### src/rtl/pal_timing_sequencer.sv
// PAL 625-line interlaced raster sequencer running at 16x subcarrier; every output is registered.
// Defining PAL_TIMING_25HZ_OFFSET_EN adds the 25 Hz subcarrier offset (16 extra phase steps per frame).
`timescale 1ns/1ps
module pal_timing_sequencer #(
    parameter int LINE_CYCLES   = 4540,
    parameter int HSYNC_CYCLES  = 333,
    parameter int BURST_START   = 397,
    parameter int BURST_CYCLES  = 160,
    parameter int ACTIVE_START  = 745,
    parameter int ACTIVE_CYCLES = 3689
) (
    input  logic       phaseClock,
    input  logic       reset,
    output logic [3:0] subcarrierPhase,
    output logic       blank,
    output logic       sync,
    output logic       burst,
    output logic       oddFrame,
    output logic       oddLine,
    output logic       active,
    output logic       lineStart,
    output logic       frameStart,
    output logic [9:0] lineNum
);
    localparam int HW          = $clog2(LINE_CYCLES);
    localparam int HALF_CYCLES = LINE_CYCLES / 2;
    localparam int EQ_SYNC     = HSYNC_CYCLES / 2;
    localparam int BROAD_SYNC  = HALF_CYCLES - HSYNC_CYCLES;
    // First half-line index of each five-half-line equalising / broad group.
    localparam int EQ_STARTS [4]    = '{5, 620, 630, 1245};
    localparam int BROAD_STARTS [2] = '{0, 625};

    logic [HW-1:0] hcount_reg, hcount_next;
    logic [9:0]    line_reg, line_next;
    logic          parity_reg, parity_next;
    logic [3:0]    phase_reg, phase_next;
    logic          line_end, offset_step;

    int h_int, line_int, half_idx, half_off;
    logic [3:0] eq_hit;
    logic [1:0] broad_hit;

    logic sync_next, blank_next, burst_next, active_next;
    logic line_start_next, frame_start_next, odd_line_next;
    logic vblank_line, burst_line, in_window, in_burst;

    assign h_int    = 32'(hcount_reg);
    assign line_int = 32'(line_reg);
    assign half_idx = 2 * (line_int - 1) + ((h_int >= HALF_CYCLES) ? 1 : 0);
    assign half_off = (h_int >= HALF_CYCLES) ? h_int - HALF_CYCLES : h_int;

    genvar gi;
    generate
        for (gi = 0; gi < 4; gi++) begin : g_eq
            assign eq_hit[gi] = (half_idx >= EQ_STARTS[gi]) && (half_idx < EQ_STARTS[gi] + 5);
        end
        for (gi = 0; gi < 2; gi++) begin : g_broad
            assign broad_hit[gi] = (half_idx >= BROAD_STARTS[gi]) && (half_idx < BROAD_STARTS[gi] + 5);
        end
    endgenerate

    assign line_end    = (h_int == LINE_CYCLES - 1);
    assign hcount_next = line_end ? '0 : hcount_reg + 1'b1;
    assign line_next   = !line_end ? line_reg : ((line_reg == 10'd625) ? 10'd1 : line_reg + 10'd1);
    assign parity_next = parity_reg ^ (line_end && (line_reg == 10'd625));

`ifdef PAL_TIMING_25HZ_OFFSET_EN
    logic [5:0] mod39_reg, mod39_next;

    always_comb begin
        mod39_next = mod39_reg;
        if (line_end) begin
            if (line_reg == 10'd625 || mod39_reg == 6'd38)
                mod39_next = 6'd0;
            else
                mod39_next = mod39_reg + 6'd1;
        end
    end

    always_ff @(posedge phaseClock) begin
        if (reset)
            mod39_reg <= 6'd0;
        else
            mod39_reg <= mod39_next;
    end

    // Line 625 would be a 17th hit of the mod-39 cycle; only lines 1..586 step twice.
    assign offset_step = (h_int == 0) && (mod39_reg == 6'd0) && (line_reg != 10'd625);
`else
    assign offset_step = 1'b0;
`endif

    assign phase_next = phase_reg + (offset_step ? 4'd2 : 4'd1);

    always_comb begin
        sync_next = 1'b0;
        if (|eq_hit)
            sync_next = (half_off < EQ_SYNC);
        else if (|broad_hit)
            sync_next = (half_off < BROAD_SYNC);
        else
            sync_next = (h_int < HSYNC_CYCLES);

        vblank_line = (line_int <= 22) || (line_int >= 311 && line_int <= 335) || (line_int >= 623);
        burst_line  = (line_int >= 6 && line_int <= 310) || (line_int >= 319 && line_int <= 622);
        in_window   = (h_int >= ACTIVE_START) && (h_int < ACTIVE_START + ACTIVE_CYCLES);
        in_burst    = (h_int >= BURST_START) && (h_int < BURST_START + BURST_CYCLES);

        blank_next       = sync_next || vblank_line || !in_window;
        burst_next       = burst_line && in_burst && !sync_next;
        active_next      = !vblank_line && in_window && !sync_next;
        line_start_next  = (h_int == 0);
        frame_start_next = (h_int == 0) && (line_reg == 10'd1);
        odd_line_next    = (((line_int - 1) & 2) == 0);
    end

    always_ff @(posedge phaseClock) begin
        if (reset) begin
            hcount_reg <= '0;
            line_reg   <= 10'd1;
            parity_reg <= 1'b0;
            phase_reg  <= 4'd0;
            blank      <= 1'b1;
            sync       <= 1'b0;
            burst      <= 1'b0;
            active     <= 1'b0;
            lineStart  <= 1'b0;
            frameStart <= 1'b0;
            oddFrame   <= 1'b1;
            oddLine    <= 1'b1;
            lineNum    <= 10'd1;
        end else begin
            hcount_reg <= hcount_next;
            line_reg   <= line_next;
            parity_reg <= parity_next;
            phase_reg  <= phase_next;
            blank      <= blank_next;
            sync       <= sync_next;
            burst      <= burst_next;
            active     <= active_next;
            lineStart  <= line_start_next;
            frameStart <= frame_start_next;
            oddFrame   <= ~parity_reg;
            oddLine    <= odd_line_next;
            lineNum    <= line_reg;
        end
    end

    assign subcarrierPhase = phase_reg;
endmodule

### config.mk
export PLATFORM = sky130hd
export DESIGN_NAME = pal_timing_sequencer
export DESIGN_NICKNAME = d
export VERILOG_FILES = /design/src/rtl/pal_timing_sequencer.sv
export SDC_FILE = /design/constraint.sdc
export NUM_CORES = 1
export LEC_CHECK = 0
export CAP_MARGIN = 20
export CELL_PAD_IN_SITES_DETAIL_PLACEMENT = 0
export CELL_PAD_IN_SITES_GLOBAL_PLACEMENT = 1
export CORE_MARGIN = 8
export CORE_UTILIZATION = 39
export CTS_CLUSTER_DIAMETER = 100
export CTS_CLUSTER_SIZE = 25
export DETAILED_ROUTE_END_ITERATION = 8
export PLACE_DENSITY = 0.77
export SYNTH_ARGS = -nofsm -noshare
export SYNTH_HDL_FRONTEND = slang
export SYNTH_SLANG_ARGS = --single-unit
### constraint.sdc
create_clock -name phaseClock -period 3 [get_ports phaseClock]
set_input_delay 0.6 -clock phaseClock [delete_from_list [all_inputs] [get_ports phaseClock]]
set_output_delay 0.6 -clock phaseClock [all_outputs]
set_load 0.005 [all_outputs]
==> out/qor.csv, run 1 <==
stage,metric,value,unit
setup_path,timing.critical_path.from,line_reg[2]$_SDFFE_PP0N_,
setup_path,end_kind,flip-flop,
grt,grt_overflow,0,
setup_path,arrival,3.03,ns
clock_network,cts_num_sinks,46,
clock_network,cts_setup_buffers,0,
setup_path,crit_type,flip-flop to flip-flop,
yosys,synth_seq_area_share,27.0,%
min_path,hp-start,parity_reg$_SDFF_PP0_,
setup_path,cpPeakStageDelay,0.56,ns
die,die_x,110,um
sta,worst_pin_slew,0.597,ns
yosys,syn_area,3410,um^2
min_path,holdCritPathClass,flip-flop to flip-flop,
detailed_routing,drt_iter0_drc,344,
sta,setup_tns,0,ns
power,p_leak,1.54,nW
die,rows,34,
power,clkPwrFrac,34.5,%
setup_path,r2r_cells,8,
detailed_routing,firstDrtPassIters,5,
yosys,synth-edff-count,0,
grt,grt_usage,17.1,%
yosys,synth_top_area_share,27.0,%
detailed_routing,wirelength,10300,um
status,status,"finished, final reports clean",
grt,first_global_vias,3153,
sta,fin_ws,0.172,ns
yosys,ys_warn_count,0,
yosys,synth_nets,482,
die,ios,24,
power,p_total,1.09,mW
final_layout,largest_reg_flops,13,
setup_path,r2r_end,active$_SDFF_PP0_,
clock_network,clk_latency,0.30,ns
clock_network,cts_buffers,5,
clock_network,tritoncts,yes,
setup_path,r2r-start,line_reg[2]$_SDFFE_PP0N_,
final_layout,final_cells,609,
grt,grt_pass1_wl,16500,um
setup_path,cp_top_family,simple AND/OR/NAND/NOR gates,
setup_path,rrSetupSlack,0.17,ns
detailed_routing,drc,0,
min_path,whs_endpoint,oddFrame$_SDFF_PP1_,
setup_path,crit_slowest_cell,or4_1,
place,dpl-instance-area,3950,um^2
clock_network,clockBufferDepth,2,
setup_path,crit_buf_inv,0,
grt,antenna_found_initial,0,
sta,fmax,354,MHz
yosys,yosys-top-cells-count,"nor2_1, dfxtp_1, clkbuf_1",
power,comb_power_share,7.9,%
yosys,synth_ff_type,dfxtp_1,
detailed_routing,ant_nets,0,
die,dieArea,12000,um^2
grt,grt_max_degree,23,
yosys,yosysMostFrequentCell,nor2_1,
clock_network,path_clk_slew,0.09,ns
place,port_buffers,23,
die,fp.dieH,110,um
yosys,async_flop_share,0,%
setup_path,start_kind,flip-flop,
final_layout,final_nets,515,
power,switching_share,24.8,%
sta,setup_violations,0,
sta,period_share,94.3,%
flow_run,cap_violations,0,
sta,final-hold-violation-count,0,
sta,maxSlewHeadroom,59.8,%
detailed_routing,via_count,3572,
place,dp_hpwl,7910,um
detailed_routing,vias_per_cell,5.87,
yosys,syn_inst,468,
yosys,syn_area_per_cell,7.30,um^2
die,start_util,39.7,%
yosys,ys_types,67,
setup_path,critPathMaxFanout,3,
power,p_seq_share,57.6,%
place,preCtsSetupSlack,0.167,ns
place,gp_congestion,0.942,
final_layout,drive_above_1_share,12.8,%
clock_network,cts_resized,0,
setup_path,cp.required,3.21,ns
clock_network,htree_levels,2,
clock_network,cts-root-buf,clkbuf_8,
detailed_routing,wl_per_cell,17.0,um
final_layout,fin_util,47.2,%
yosys,yosys-top-cells-area,"dfxtp_1, nor2_1, ha_1",
sta,holdWs,0.413,ns
final_layout,stdcell_area,4060,um^2
setup_path,worstPathCellList,or4_1 -> or3_4 -> a211oi_2 -> and4_1 -> o211ai_1 -> a221o_1 -> a211o_1 -> and3_1,
power,vdd_drop_max,0.130,mV
sta,fin_crit,2.83,ns
power,p_int,0.818,mW
power,p_sw,0.270,mW
sta,slew_violations,0,
power,p_per_area,268,nW/um^2
yosys,synth_largest_area_cell,dfxtp_1,
die,core_area,8590,um^2
sta,finalClockSkew,0.00842,ns
clock_network,cts_hold_buf,0,
yosys,synth.ff_latch_count,46,
min_path,hold_path_depth,1,
place,place_inst,602,
final_layout,n_antenna_cell,0,
final_layout,area_growth,18.8,%
## cell families after synthesis
kind of cell / share of synthesized area, %
adders and majority gates: 4.40
muxes: 1.17
and+or+nand+nor: 30.9
DFF: 27.0
AOI/OAI and AO/OA: 22.9
xor gates and xnor gates: 7.18
buffers and inverters: 6.45
## power by group through the flow
stage                     registers, mW  clock network [mW]  logic, mW
after detailed placement          0.642                   0     0.0857
after global routing              0.630               0.408     0.0951
final                             0.627               0.375     0.0859
after floorplan                   0.642                   0     0.0485
after CTS                         0.628               0.394     0.0862
after global placement            0.642                   0     0.0858
## cells in the final DEF (no fill, tap or decap), types with 4 or more instances in the layout
cell type,count
dfxtp_1,45
o21ai_0,20
a21o_1,4
nand2_1,35
and3_1,7
clkbuf_8,5
or2_2,5
buf_4,44
nand3_1,15
xnor2_1,17
nand4_1,13
mux2i_1,4
a211oi_1,11
o22ai_1,7
nor2_1,69
nor4_1,4
ha_1,12
inv_1,15
nor2b_1,11
nor3_1,14
clkdlybuf4s50_1,23
nand2b_1,9
a21oi_1,23
a31oi_1,5
xor2_1,11
or4_1,5
## area by class of cell
type / count / area, um^2
repair buffers: 67 / 561
well taps: 108 / 135
inverters: 15 / 56.3
flip-flops and latches: 46 / 922
clock buffers: 5 / 68.8
clock inverters: 2 / 10.0
fillers: 887 / 4540
multi-input cells: 366 / 2300
## worst max path at each step
stage | end | cells past startpoint | slack (ns)
after detailed placement | active$_SDFF_PP0_ | 8 | 0.17
final | active$_SDFF_PP0_ | 8 | 0.17
after global routing | active$_SDFF_PP0_ | 11 | -0.008
after floorplan | active$_SDFF_PP0_ | 10 | 0.09
after CTS | active$_SDFF_PP0_ | 8 | 0.16
after global placement | active$_SDFF_PP0_ | 8 | 0.10
## metal layers
layer	share of wire, %	global-route usage (%)	wire, um	up-vias
met4	2.2	5.30	226	0
li1	-	-	-	1745
met5	0	0	0	-
met3	7.0	2.64	721	18
met2	40	24.1	4090	140
met1	51	25.7	5290	1669
Note: power is estimated with default switching activity, not from simulation.
==> run 2, diff against run 1 <==
Settings changed: CTS_CLUSTER_DIAMETER 100 to 80, SETUP_SLACK_MARGIN set to 0.05.
==> out/qor.csv, run 2 (same netlist as run 1, synthesis figures left out) <==
stage,metric,value,unit,change
place,dp_hpwl,7910,um,unchanged
setup_path,worstPathCellList,or4_4 -> or3_4 -> a211oi_4 -> and4_1 -> o211ai_1 -> a221o_1 -> a211o_1 -> and3_1,,was or4_1 -> or3_4 -> a211oi_2 -> and4_1 -> o211ai_1 -> a221o_1 -> a211o_1 -> and3_1
detailed_routing,via_count,3592,,was 3572
final_layout,drive_above_1_share,14.0,%,was 12.8%
sta,fmax,355,MHz,was 354 MHz
place,port_buffers,23,,unchanged
final_layout,final_cell_mix,"nor2_1, buf_4, dfxtp_1",,"was nor2_1, dfxtp_1, buf_4"
final_layout,largest_reg_flops,13,,unchanged
die,dieArea,12000,um^2,unchanged
min_path,holdCritPathClass,flip-flop to flip-flop,,unchanged
detailed_routing,drc,0,,unchanged
min_path,hp-start,parity_reg$_SDFF_PP0_,,unchanged
final_layout,n_antenna_cell,0,,unchanged
die,core_area,8590,um^2,unchanged
setup_path,cp.required,3.20,ns,was 3.21 ns
detailed_routing,firstDrtPassIters,6,,was 5
sta,fin_crit,2.81,ns,was 2.83 ns
setup_path,r2r_cells,8,,unchanged
die,start_util,39.7,%,unchanged
sta,worst_pin_slew,0.595,ns,was 0.597 ns
clock_network,cts_buffers,5,,unchanged
grt,grt_max_degree,23,,unchanged
setup_path,end_kind,flip-flop,,unchanged
sta,maxSlewHeadroom,60.3,%,was 59.8%
sta,finalClockSkew,0.00907,ns,was 0.00842 ns
setup_path,crit_slowest_cell,or4_4,,was or4_1
detailed_routing,drt_iter0_drc,317,,was 344
die,die_x,110,um,unchanged
grt,first_global_vias,3153,,unchanged
clock_network,cts_hold_buf,0,,unchanged
clock_network,clockBufferDepth,2,,unchanged
place,gp_congestion,0.942,,unchanged
detailed_routing,ant_nets,0,,unchanged
setup_path,r2r-start,line_reg[2]$_SDFFE_PP0N_,,unchanged
flow_run,cap_violations,0,,unchanged
sta,setup_tns,0,ns,unchanged
status,status,"finished, final reports clean",,unchanged
sta,holdWs,0.412,ns,was 0.413 ns
grt,grt_usage,17.1,%,unchanged
grt,antenna_found_initial,0,,unchanged
sta,final-hold-violation-count,0,,unchanged
setup_path,cpPeakStageDelay,0.54,ns,was 0.56 ns
final_layout,layout_commonest_cell,nor2_1,,unchanged
detailed_routing,wirelength,10300,um,about the same
die,fp.dieH,110,um,unchanged
detailed_routing,vias_per_cell,5.90,,was 5.87
grt,grt_overflow,0,,unchanged
clock_network,htree_levels,2,,unchanged
clock_network,clk_latency,0.30,ns,about the same
sta,period_share,93.8,%,was 94.3%
sta,slew_violations,0,,unchanged
clock_network,cts-root-buf,clkbuf_8,,unchanged
min_path,hold_path_depth,1,,unchanged
power,p_leak,1.55,nW,was 1.54 nW
grt,grt_pass1_wl,16500,um,unchanged
setup_path,arrival,3.02,ns,was 3.03 ns
clock_network,path_clk_slew,0.09,ns,about the same
final_layout,area_growth,19.6,%,was 18.8%
clock_network,tritoncts,yes,,unchanged
die,rows,34,,unchanged
sta,setup_violations,0,,unchanged
setup_path,r2r_end,active$_SDFF_PP0_,,unchanged
setup_path,crit_type,flip-flop to flip-flop,,unchanged
min_path,whs_endpoint,oddFrame$_SDFF_PP1_,,unchanged
power,vdd_drop_max,0.131,mV,was 0.130 mV
clock_network,cts_num_sinks,46,,unchanged
detailed_routing,wl_per_cell,17.0,um,about the same
setup_path,critPathMaxFanout,3,,unchanged
clock_network,cts_resized,0,,unchanged
sta,rsz0062_at_grt,false,,
setup_path,rrSetupSlack,0.19,ns,was 0.17 ns
setup_path,start_kind,flip-flop,,unchanged
final_layout,fin_util,47.5,%,was 47.2%
die,ios,24,,unchanged
power,p_per_area,266,nW/um^2,was 268 nW/um^2
final_layout,final_nets,515,,unchanged
clock_network,cts_setup_buffers,0,,unchanged
run 2: worst max-delay path by stage:
| stage | cells after the start | from | slack, ns | end |
|---|---|---|---|---|
| finish | 8 | line_reg[2]$_SDFFE_PP0N_ | 0.19 | active$_SDFF_PP0_ |
| global route | 9 | hcount_reg[10]$_SDFF_PP0_ | 0.04 | active$_SDFF_PP0_ |
| CTS | 8 | hcount_reg[9]$_SDFF_PP0_ | 0.16 | active$_SDFF_PP0_ |
| detailed placement | 8 | hcount_reg[9]$_SDFF_PP0_ | 0.17 | active$_SDFF_PP0_ |
| global placement | 8 | hcount_reg[9]$_SDFF_PP0_ | 0.10 | active$_SDFF_PP0_ |
| floorplan | 10 | line_reg[2]$_SDFFE_PP0N_ | 0.09 | active$_SDFF_PP0_ |
run 2: worst max-delay path, delay by kind of cell (launching register included):
family | cells | cell delay [ns]
and+or+nand+nor | 4 | 1.31
DFF | 1 | 0.32
AOI/OAI and AO/OA | 4 | 1.10
run 2: cell type report:
class	count	area (um^2)
Clock inverter	2	10.0
Multi-Input combinational cell	366	2330
Inverter	15	56.3
Fill cell	885	4510
Timing Repair Buffer	67	561
Clock buffer	5	68.8
Tap cell	108	135
Sequential cell	46	925
run 2: per-layer routing:
| metal | wire length [um] | global-route usage (%) | share of wire (%) |
|---|---|---|---|
| met1 | 5240 | 25.7 | 51 |
| met2 | 4080 | 24.1 | 40 |
| met3 | 786 | 2.64 | 7.6 |
| met4 | 218 | 5.30 | 2.1 |
| met5 | 0 | 0 | 0 |
run 2: where the power goes:
| part | switching, mW | leakage, nW | internal, mW |
|---|---|---|---|
| logic | 0.0455 | 1.13 | 0.0405 |
| clock network | 0.217 | 0.0438 | 0.157 |
| registers | 0.00685 | 0.374 | 0.621 |
run 2: metrics by stage:
step / area (um^2) / power (mW) / instances / setup WS [ns]
6_report: 4080 / 1.09 / 609 / 0.186
4_1_cts: 4030 / 1.11 / 609 / 0.157
3_5_place_dp: 3950 / 0.728 / 602 / 0.167
5_1_grt: 4080 / 1.13 / 609 / 0.0355
3_3_place_gp: 3950 / 0.728 / 602 / 0.104
2_1_floorplan: 3410 / 0.690 / 468 / 0.0851
==> run 3, diff against run 2 <==
Settings changed: CAP_MARGIN 20 to not set, CORE_MARGIN 8 to not set, SKIP_LAST_GASP set to 1.
==> out/qor.csv, run 3 (same netlist as run 1, synthesis figures left out) <==
stage,metric,value,unit,change
status,status,"finished, final reports clean",,unchanged
die,core_area,8340,um^2,was 8590 um^2
final_layout,final_cells,609,,unchanged
detailed_routing,drc,0,,unchanged
setup_path,rrSetupSlack,0.15,ns,was 0.19 ns
detailed_routing,via_count,3657,,was 3592
die,rows,33,,was 34
sta,rsz0062_at_grt,false,,unchanged
final_layout,seq_area,921,um^2,was 925 um^2
setup_path,r2r_end,active$_SDFF_PP0_,,unchanged
min_path,hp-start,parity_reg$_SDFF_PP0_,,unchanged
setup_path,cp_num_cells,8,,unchanged
final_layout,fillers,835,,was 885
setup_path,crit_buf_inv,0,,unchanged
setup_path,critPathMaxFanout,5,,was 3
setup_path,cp.required,3.20,ns,about the same
final_layout,area_growth,19.3,%,was 19.6%
sta,worst_pin_slew,0.638,ns,was 0.595 ns
place,dp_hpwl,7780,um,was 7910 um
min_path,holdCritPathClass,flip-flop to flip-flop,,unchanged
power,p_per_area,273,nW/um^2,was 266 nW/um^2
grt,first_global_vias,3127,,was 3153
final_layout,multi_input_area,2300,um^2,was 2330 um^2
setup_path,arrival,3.05,ns,was 3.02 ns
min_path,hold_path_depth,1,,unchanged
final_layout,largest_reg_flops,13,,unchanged
min_path,whs_endpoint,oddFrame$_SDFF_PP1_,,unchanged
place,preCtsSetupSlack,0.110,ns,was 0.167 ns
sta,maxSlewHeadroom,57.4,%,was 60.3%
die,die_x,95.6,um,was 110 um
power,p_sw,0.285,mW,was 0.269 mW
power,vdd_drop_max,0.159,mV,was 0.131 mV
sta,slew_violations,0,,unchanged
power,comb_power_share,7.7,%,was 7.9%
clock_network,clk_latency,0.31,ns,was 0.30 ns
grt,use_met3,3.35,%,was 2.64%
grt,met2_usage,32.7,%,was 24.1%
setup_path,end_kind,flip-flop,,unchanged
die,start_util,40.9,%,was 39.7%
sta,setup_tns,0,ns,unchanged
final_layout,final_cell_mix,"nor2_1, dfxtp_1, buf_4",,"was nor2_1, buf_4, dfxtp_1"
detailed_routing,ant_nets,0,,unchanged
clock_network,cts_buffers,5,,unchanged
detailed_routing,drt_iter0_drc,357,,was 317
clock_network,cts_num_sinks,46,,unchanged
final_layout,final_nets,517,,was 515
final_layout,layout_commonest_cell,nor2_1,,unchanged
place,place_inst,601,,was 602
die,dieArea,9130,um^2,was 12000 um^2
setup_path,r2r-start,line_reg[3]$_SDFFE_PP0N_,,was line_reg[2]$_SDFFE_PP0N_
detailed_routing,vias_per_cell,6.00,,was 5.90
setup_path,start_kind,flip-flop,,unchanged
setup_path,worstPathCellList,or4_4 -> or3_4 -> a211oi_2 -> and4_1 -> o211ai_1 -> a221o_1 -> a211o_1 -> and3_1,,was or4_4 -> or3_4 -> a211oi_4 -> and4_1 -> o211ai_1 -> a221o_1 -> a211o_1 -> and3_1
clock_network,htree_levels,2,,unchanged
setup_path,cpPeakStageDelay,0.55,ns,was 0.54 ns
sta,holdWs,0.419,ns,was 0.412 ns
final_layout,drive_above_1_share,13.1,%,was 14.0%
die,ios,24,,unchanged
grt,antenna_found_initial,0,,unchanged
sta,finalClockSkew,0.0190,ns,was 0.00907 ns
power,p_seq_share,56.6,%,was 57.7%
detailed_routing,wl_per_cell,17.1,um,was 17.0 um
power,p_leak,1.55,nW,about the same
grt,grt_usage,23.2,%,was 17.1%
clock_network,clockBufferDepth,2,,unchanged
power,switching_share,25.7,%,was 24.7%
final_layout,n_antenna_cell,0,,unchanged
sta,fmax,351,MHz,was 355 MHz
grt,grtUsageMet1,35.8,%,was 25.7%
setup_path,crit_type,flip-flop to flip-flop,,unchanged
die,fp.dieH,95.6,um,was 110 um
clock_network,cts-root-buf,clkbuf_8,,unchanged
sta,setup_violations,0,,unchanged
sta,period_share,94.9,%,was 93.8%
clock_network,cts_setup_buffers,0,,unchanged
clock_network,path_clk_slew,0.11,ns,was 0.09 ns
grt,grt_max_degree,23,,unchanged
setup_path,crit_slowest_cell,or4_4,,unchanged
detailed_routing,wirelength,10400,um,was 10300 um
sta,fin_ws,0.153,ns,was 0.186 ns
place,port_buffers,23,,unchanged
flow_run,cap_violations,0,,unchanged
sta,fin_crit,2.85,ns,was 2.81 ns
power,p_int,0.825,mW,was 0.818 mW
grt,grt_pass1_wl,16400,um,was 16500 um
sta,final-hold-violation-count,0,,unchanged
clock_network,tritoncts,yes,,unchanged
grt,grt_overflow,0,,unchanged
place,gp_congestion,0.897,,was 0.942
power,clkPwrFrac,35.7,%,was 34.4%
setup_path,r2r_cells,8,,unchanged
grt,busiest_layer,met1,,unchanged
setup_path,cp_top_family,simple AND/OR/NAND/NOR gates,,unchanged
detailed_routing,firstDrtPassIters,5,,was 6
[run 3: changes by cell type in the layout (fill, tap and decap cells not counted), sizes merged]
cell	change
buf	+2
clkinvlp	+1
[run 3: worst max path at each step]
| stage | endpoint | startpoint |
|---|---|---|
| 3_5_place_dp | active$_SDFF_PP0_ | line_reg[2]$_SDFFE_PP0N_ |
| 5_1_grt | active$_SDFF_PP0_ | line_reg[2]$_SDFFE_PP0N_ |
| 6_report | active$_SDFF_PP0_ | line_reg[3]$_SDFFE_PP0N_ |
| 2_1_floorplan | active$_SDFF_PP0_ | line_reg[2]$_SDFFE_PP0N_ |
| 4_1_cts | active$_SDFF_PP0_ | line_reg[2]$_SDFFE_PP0N_ |
| 3_3_place_gp | active$_SDFF_PP0_ | line_reg[2]$_SDFFE_PP0N_ |
[run 3: through the flow]
| stage | total power [mW] | utilization [%] | cell area [um^2] |
|---|---|---|---|
| after floorplan | 0.690 | - | 3410 |
| after global placement | 0.726 | 47.4 | 3960 |
| after detailed placement | 0.728 | 47.4 | 3960 |
| after CTS | 1.13 | 48.5 | 4050 |
| after global routing | 1.16 | 48.8 | 4070 |
| final | 1.11 | 48.8 | 4070 |
[run 3: worst register-to-register path: cells and delay by family (launching register included)]
kind,cells,cell delay (ns)
AND/OR/NAND/NOR,4,1.32
AO/OA/AOI/OAI,4,1.07
flip-flops,1,0.34
[run 3: per-layer routing]
metal	vias up	share of wire, %	wire, um
met5	-	0	0
met4	0	1.8	188
met3	20	7.7	801
met2	173	41	4310
met1	1716	49	5100
li1	1748	-	-
[run 3: repair_timing]
item / CTS / global route
setup endpoints to repair: 0 / 4
gates resized for setup: 0 / 6
hold buffers: 0 / 0
[run 3: area by class of cell]
class / count / share of cell area, %
well taps: 105 / 3.22
clock buffers: 5 / 1.69
inverters: 15 / 1.38
repair buffers: 69 / 14.1
clock inverters: 3 / 0.522
flip-flops and latches: 46 / 22.6
multi-input cells: 366 / 56.4
[run 3: power by group through the flow]
stage / clock network [mW] / logic (mW) / registers, mW
5_1_grt: 0.435 / 0.0948 / 0.630
3_3_place_gp: 0 / 0.0838 / 0.642
3_5_place_dp: 0 / 0.0849 / 0.643
2_1_floorplan: 0 / 0.0485 / 0.642
4_1_cts: 0.413 / 0.0854 / 0.628
6_report: 0.397 / 0.0852 / 0.628
